[config.mk]
export PLATFORM = sky130hd
export DESIGN_NAME = fifo_drain
export DESIGN_NICKNAME = d
export VERILOG_FILES = /design/src/rtl/fifo_pkg.sv /design/src/rtl/fifo_drain.sv
export SDC_FILE = /design/constraint.sdc
export NUM_CORES = 1
export LEC_CHECK = 0
export BUFFER_PORTS_ARGS = -buffer_cell sky130_fd_sc_hd__buf_4
export CELL_PAD_IN_SITES_DETAIL_PLACEMENT = 0
export CELL_PAD_IN_SITES_GLOBAL_PLACEMENT = 1
export CORE_MARGIN = 10
export CORE_UTILIZATION = 35
export CTS_BUF_LIST = sky130_fd_sc_hd__clkbuf_8
export DETAILED_ROUTE_END_ITERATION = 12
export PLACE_DENSITY = 0.85
export SYNTH_ARGS = -nofsm -noshare
export SYNTH_HDL_FRONTEND = slang
export SYNTH_SLANG_ARGS = --single-unit
export TNS_END_PERCENT = 20
[constraint.sdc]
create_clock -name clk_i -period 1.9 [get_ports clk_i]
set_input_delay 0.19 -clock clk_i [delete_from_list [all_inputs] [get_ports clk_i]]
set_output_delay 0.19 -clock clk_i [all_outputs]
set_load 0.05 [all_outputs]
[src/rtl/fifo_pkg.sv]
// Shared FIFO definitions used by fifo_top and its read-side drain controller.
package fifo_pkg;

   localparam int BITS  = 32;
   localparam int DEPTH = 4;

   typedef enum logic [1:0] {IDLE, POP, WAIT, HOLD} drain_state_t;

   typedef logic [BITS-1:0] fifo_word_t;

endpackage

[src/rtl/fifo_drain.sv]
// Read-side controller for fifo_top: pops one word at a time and presents it on a valid/ready stream.
// Optional macro FIFO_DRAIN_PARITY_EN adds m_par_o and a sticky par_err_o head-stability check.
module fifo_drain
   import fifo_pkg::*;
#(
   parameter int BITS    = 32,
   parameter int POP_LAT = 1,
   parameter int CNT_W   = 16
) (
   input  logic             clk_i,
   input  logic             rst_i,
   input  logic             enable_i,
   input  logic             fifo_pnding_i,
   input  logic [BITS-1:0]  fifo_data_i,
   output logic             fifo_pop_o,
   output logic             m_valid_o,
   output logic [BITS-1:0]  m_data_o,
   input  logic             m_ready_i,
`ifdef FIFO_DRAIN_PARITY_EN
   output logic             m_par_o,
   output logic             par_err_o,
`endif
   output logic             busy_o,
   output logic [CNT_W-1:0] word_cnt_o
);

   localparam int         LAT_M1   = (POP_LAT > 0) ? POP_LAT - 1 : 0;
   localparam logic [1:0] LAT_LOAD = 2'(LAT_M1);

   drain_state_t     state_q, state_d;
   logic [1:0]       lat_q, lat_d;
   logic             pop_q, pop_d;
   logic             valid_q, valid_d;
   logic             busy_q, busy_d;
   logic [BITS-1:0]  data_q, data_d;
   logic [CNT_W-1:0] cnt_q, cnt_d;
   logic             capture;
   logic             handshake;

   function automatic logic even_parity(input logic [BITS-1:0] w);
      return ^w;
   endfunction

   always_ff @(posedge clk_i or posedge rst_i) begin
      if (rst_i) begin
         state_q <= IDLE;
      end else begin
         state_q <= state_d;
      end
   end

   always_comb begin
      state_d = state_q;
      unique case (state_q)
         IDLE: if (enable_i && fifo_pnding_i) state_d = POP;
         POP:  state_d = (POP_LAT == 0) ? HOLD : WAIT;
         WAIT: if (lat_q == 2'd0) state_d = HOLD;
         HOLD: begin
            // Decide on the next pop only once the held word has been taken.
            if (valid_q && m_ready_i) begin
               state_d = (fifo_pnding_i && enable_i) ? POP : IDLE;
            end
         end
         default: state_d = IDLE;
      endcase
   end

   always_comb begin
      capture   = ((state_q == POP) && (POP_LAT == 0)) ||
                  ((state_q == WAIT) && (lat_q == 2'd0));
      handshake = valid_q && m_ready_i;

      lat_d = lat_q;
      if (state_q == POP) begin
         lat_d = LAT_LOAD;
      end else if ((state_q == WAIT) && (lat_q != 2'd0)) begin
         lat_d = lat_q - 2'd1;
      end

      data_d  = capture ? fifo_data_i : data_q;
      cnt_d   = cnt_q + {{(CNT_W-1){1'b0}}, handshake};
      // Outputs are registered alongside the state they belong to.
      pop_d   = (state_d == POP);
      valid_d = (state_d == HOLD);
      busy_d  = (state_d != IDLE);
   end

   always_ff @(posedge clk_i or posedge rst_i) begin
      if (rst_i) begin
         lat_q   <= 2'd0;
         pop_q   <= 1'b0;
         valid_q <= 1'b0;
         busy_q  <= 1'b0;
         data_q  <= '0;
         cnt_q   <= '0;
      end else begin
         lat_q   <= lat_d;
         pop_q   <= pop_d;
         valid_q <= valid_d;
         busy_q  <= busy_d;
         data_q  <= data_d;
         cnt_q   <= cnt_d;
      end
   end

   assign fifo_pop_o = pop_q;
   assign m_valid_o  = valid_q;
   assign m_data_o   = data_q;
   assign busy_o     = busy_q;
   assign word_cnt_o = cnt_q;

`ifdef FIFO_DRAIN_PARITY_EN
   logic par_q, par_d;
   logic chk_q, chk_d;
   logic err_q, err_d;

   always_comb begin
      par_d = capture ? even_parity(fifo_data_i) : par_q;
      chk_d = capture;
      // First HOLD cycle: the FIFO must still present the word just captured.
      err_d = err_q | (chk_q && (state_q == HOLD) && (fifo_data_i != data_q));
   end

   always_ff @(posedge clk_i or posedge rst_i) begin
      if (rst_i) begin
         par_q <= 1'b0;
         chk_q <= 1'b0;
         err_q <= 1'b0;
      end else begin
         par_q <= par_d;
         chk_q <= chk_d;
         err_q <= err_d;
      end
   end

   assign m_par_o   = par_q;
   assign par_err_o = err_q;
`else
   logic unused_par;
   assign unused_par = even_parity(data_q);
`endif

endmodule

# --- Word-level counts from Yosys, hierarchy flattened ---
# Index checks and enable logic that the tools add are counted.
word_totals:
  regBits: 55
  output_inout_bits: 51
  elab_cells: 30
classes:
  add_sub_neg: 2
  eq_ne: 5
  mux: 7
  reduce_logical: 9
op_table:
  columns: ["cell", "count"]
  rows:
  - ["$add 16x1->16", 1]
  - ["$mux 2", 5]
  - ["$pmux 2 s4", 1]
  - ["$eq 2x2->1 const B", 3]
  - ["$reduce_bool 2->1", 3]
  - ["$eq 2x1->1 const B", 2]
  - ["$logic_and 1x1->1", 4]
  - ["$logic_not 2->1", 2]
  - ["$sub 2x1->2 const B", 1]
  - ["$mux 1", 1]

# --- Longest topological paths before layout ---
depth:
  word_depth: 5
  mapped_depth: 6
  ltp_nobuf: 6

# --- Least setup slack after synthesis ---
# No wires, ideal clock.
synth_timing:
  kind: "reg2reg"
  from: "reg valid_q (netlist: m_valid_o)"
  to: "reg cnt_q[12] (netlist: word_cnt_o[12])"
  setup_time_ns: 0.145
  arrival_ns: 1.698
  required_time_ns: 1.755
  path_slack_ns: 0.057
  path_stages_with_launch: 7
  path_buffers: 0
  path_cell_list: "dfrtp_1 and2_1 ha_1 ha_1 nand3_1 nor4_1 xor2_1"
synth_via:
  elab_chain_len: 2
synth_lines:
  columns: ["element", "line", "text"]
  rows:
  - ["from (decl)", "fifo_drain.sv:33", "logic valid_q, valid_d;"]
  - ["from (signal assigned)", "fifo_drain.sv:99", "valid_q <= valid_d;"]
  - ["$logic_and 1x1->1", "fifo_drain.sv:71", "handshake = valid_q && m_ready_i;"]
  - ["$add 16x1->16", "fifo_drain.sv:81", "cnt_d = cnt_q + {{(CNT_W-1){1'b0}}, handshake};"]
  - ["named net cnt_d[12]", "fifo_drain.sv:36", "logic [CNT_W-1:0] cnt_q, cnt_d;"]
  - ["to (signal assigned)", "fifo_drain.sv:102", "cnt_q <= cnt_d;"]
  - ["to (decl)", "fifo_drain.sv:36", null]
# The timed path passes the listed nets, and every way through them passes these cells.
# A chain may end at the register's enable or synchronous reset.

# --- Final worst setup path ---
# Ends and elaborated chain as after synthesis.

==> impl_metrics.ini <==
[worst_setup_path]
cp-end-kind = flop
cp_max_fo = 4
crit_type = flop to flop
cp-start-kind = flop
cp_data_arrival_time_ns = 1.86
cp.required_ns = 2.13
r2r_slack_ns = 0.27

[timing]
layout_min_cycle_time_ns = 1.63
hold_viol = 0
slew_viol_final = 0
period_share_pct = 86.0
worstMarginPinSlew_ns = 0.604
relSlewSlack_pct = 59.7
tns_ns = 0
rsz0062_at_grt = no
finalSetupViolCount = 0
fmax_mhz = 612
finalClockSkew_ns = 0.00643

[outcome]
status = completed

[power_and_ir_drop]
finalPower_mw = 5.90
power_density_nw_per_um2 = 1900
total_leakage_power_nw = 1.53
ir_worst_vdd_uv = 1030

[die]
row_count = 29
dieArea_um2 = 9990
core_area_um2 = 6280
initial_core_util_pct = 35.7
die_w_um = 100
pin_count = 88
die_h_um = 100

[drt]
num_vias = 1531
totalWireLength_um = 4960
wl_met2_um = 2210
drt_pass1_iterations = 3
routedWlPerCell_um = 15.1
drc = 0
wl_met1_um = 2150
wl_met3_um = 559
drtIter0Drc = 35
drt-vias-per-instance = 4.67
antenna_left = 0
highest_layer = met4

[synth]
synth_top_family_by_area = multiplexers
yosysTopAreaCell = dfrtp_1
synth.top_cells.by_count = dfrtp_1 (55), mux2_1 (25), xor2_1 (10), nand2_1 (8), mux2_2 (7)
async_reset_ff_share_pct = 100
syn_area_um2 = 2240
synth_area_leaders = dfrtp_1 (61%), mux2_1 (13%), xor2_1 (3.9%)
synth_top_area_share_pct = 61.5
avgSynthCellArea_um2 = 14.1
synthMuxAreaShare_pct = 16.1
synth_edf_count = 0
yosysUniqueCellTypes = 26
synth.most_common_cell = dfrtp_1
synth_simple_gate_area_share_pct = 9.89
yosysSeqAreaShare_pct = 61.5
syn_nets = 199
synthAdderAreaFrac_pct = 1.68
synth_warnings = 0
yosys.area_share.xor_xnor_pct = 5.48
syn_inst = 159
yosys_register_bits = 55
synth_ff_type = dfrtp_1
synth-compound-area-share_pct = 2.91

[run]
drv_cap = 0

[layout]
layout-drive-gt1-share_pct = 43.8
area_delta_synth_final_pct = 38.8
final_nets = 291
final_util_pct = 49.5
n_antenna_cell = 0

[clock_tree]
cts_tree = yes
clock_latency_ns = 0.29
clk_pin_slew_ns = 0.09
cts_made_buffers = 5
clockRootBuffer = clkbuf_8
cts_setup_buffers = 0
htreeDepth = 2
clock-sinks = 55
clock_path_buffers = 2

[global_routing]
grt_pass1_wl_um = 8080
antenna_found_initial = 0
grt_pass1_vias = 1673
grt_max_degree = 29
grt_overflow = 0
grtUsageTotal_pct = 9.71

[min_path]
holdCritPathClass = primary input to flop

[placed_design]
io_buffers = 87
dpl.hpwl_um = 3870
globalplace.congestion = 0.722
[cell type report]
cell class | instances | area [um^2]
tap | 77 | 96.3
clock buffer | 5 | 68.8
timing repair buffer | 90 | 703
clock inverter | 2 | 33.8
fill | 580 | 3170
multi-input combinational | 93 | 807
sequential | 55 | 1380
inverter | 6 | 22.5
[registers in the layout, summed over array words and instances (netlist names)]
register	count
m_data_o	32
m_valid_o	1
busy_o	1
word_cnt_o	16
fifo_pop_o	1
lat_q	2
state_q	2
[metrics by stage]
stage                     area, um^2  instances  setup slack, ns  hold WS (ns)
after detailed placement        3000        320            0.286         0.304
after CTS                       3110        328            0.260        0.0877
final                           3110        328            0.266         0.101
after global placement          3000        320            0.341         0.311
after floorplan                 2240        159           0.0567         0.307
after global routing            3110        328           0.0296        0.0870
[layer usage]
layer  global-route usage (%)  vias to the layer above
li1                         -                      731
met5                        0                        -
met1                     11.9                      737
met4                     2.93                        0
met2                     14.6                       58
met3                     4.88                        5
[cell families (layout without fill, tap and decap cells)]
group,after synthesis,count (layout)
AO/OA/AOI/OAI,9,9
XOR/XNOR,14,14
adder cells (fa/ha/maj),3,3
buffers and inverters,11,103
flip-flops,55,55
multiplexers,32,32
AND/OR/NAND/NOR,35,35
[final timing paths]
path | from | endpoint | depth (start not counted)
min | fifo_data_i[8] | m_data_o[8]$_DFFE_PP0P_ | 2
min reg2reg | word_cnt_o[15]$_DFF_PP0_ | word_cnt_o[15]$_DFF_PP0_ | 1
max in group asynchronous | rst_i | state_q[0]$_DFF_PP0_ | 4
max reg2reg | m_valid_o$_DFF_PP0_ | word_cnt_o[12]$_DFF_PP0_ | 6
max | m_valid_o$_DFF_PP0_ | word_cnt_o[12]$_DFF_PP0_ | 6
min in group asynchronous | rst_i | m_data_o[25]$_DFFE_PP0P_ | 3
[cells in the final DEF, fill, tap and decap left out, drive strengths merged, types with 3 or more instances in the layout]
| master | instances |
|---|---|
| nand2 | 8 |
| inv | 7 |
| buf | 89 |
| nand4 | 3 |
| dfrtp | 55 |
| ha | 3 |
| mux2 | 32 |
| xnor2 | 4 |
| nand3 | 7 |
| clkbuf | 5 |
| nor2 | 5 |
| nor4 | 5 |
| nor3 | 4 |
| xor2 | 10 |
[where the power goes]
group          total, mW  internal [mW]  switching [mW]
Sequential          1.96           1.63           0.325
Combinational       3.22           1.07            2.15
Clock              0.721          0.381           0.340
Total               5.90           3.09            2.81
[worst max-delay path, cell delays in order (launching register included)]
cell,delay [ns]
dfrtp_1,0.37
and2_1,0.17
ha_1,0.20
ha_1,0.24
nand3_1,0.16
nor4_1,0.27
xor2_1,0.17
[what timing repair did]
| item | CTS | global route |
|---|---|---|
| hold buffers | 1 | 0 |
| hold endpoints to repair | 27 | 0 |
| gates resized for setup | 0 | 0 |
| endpoints found under the setup margin | 0 | 0 |
No activity file was read; power rests on OpenSTA's default activity.
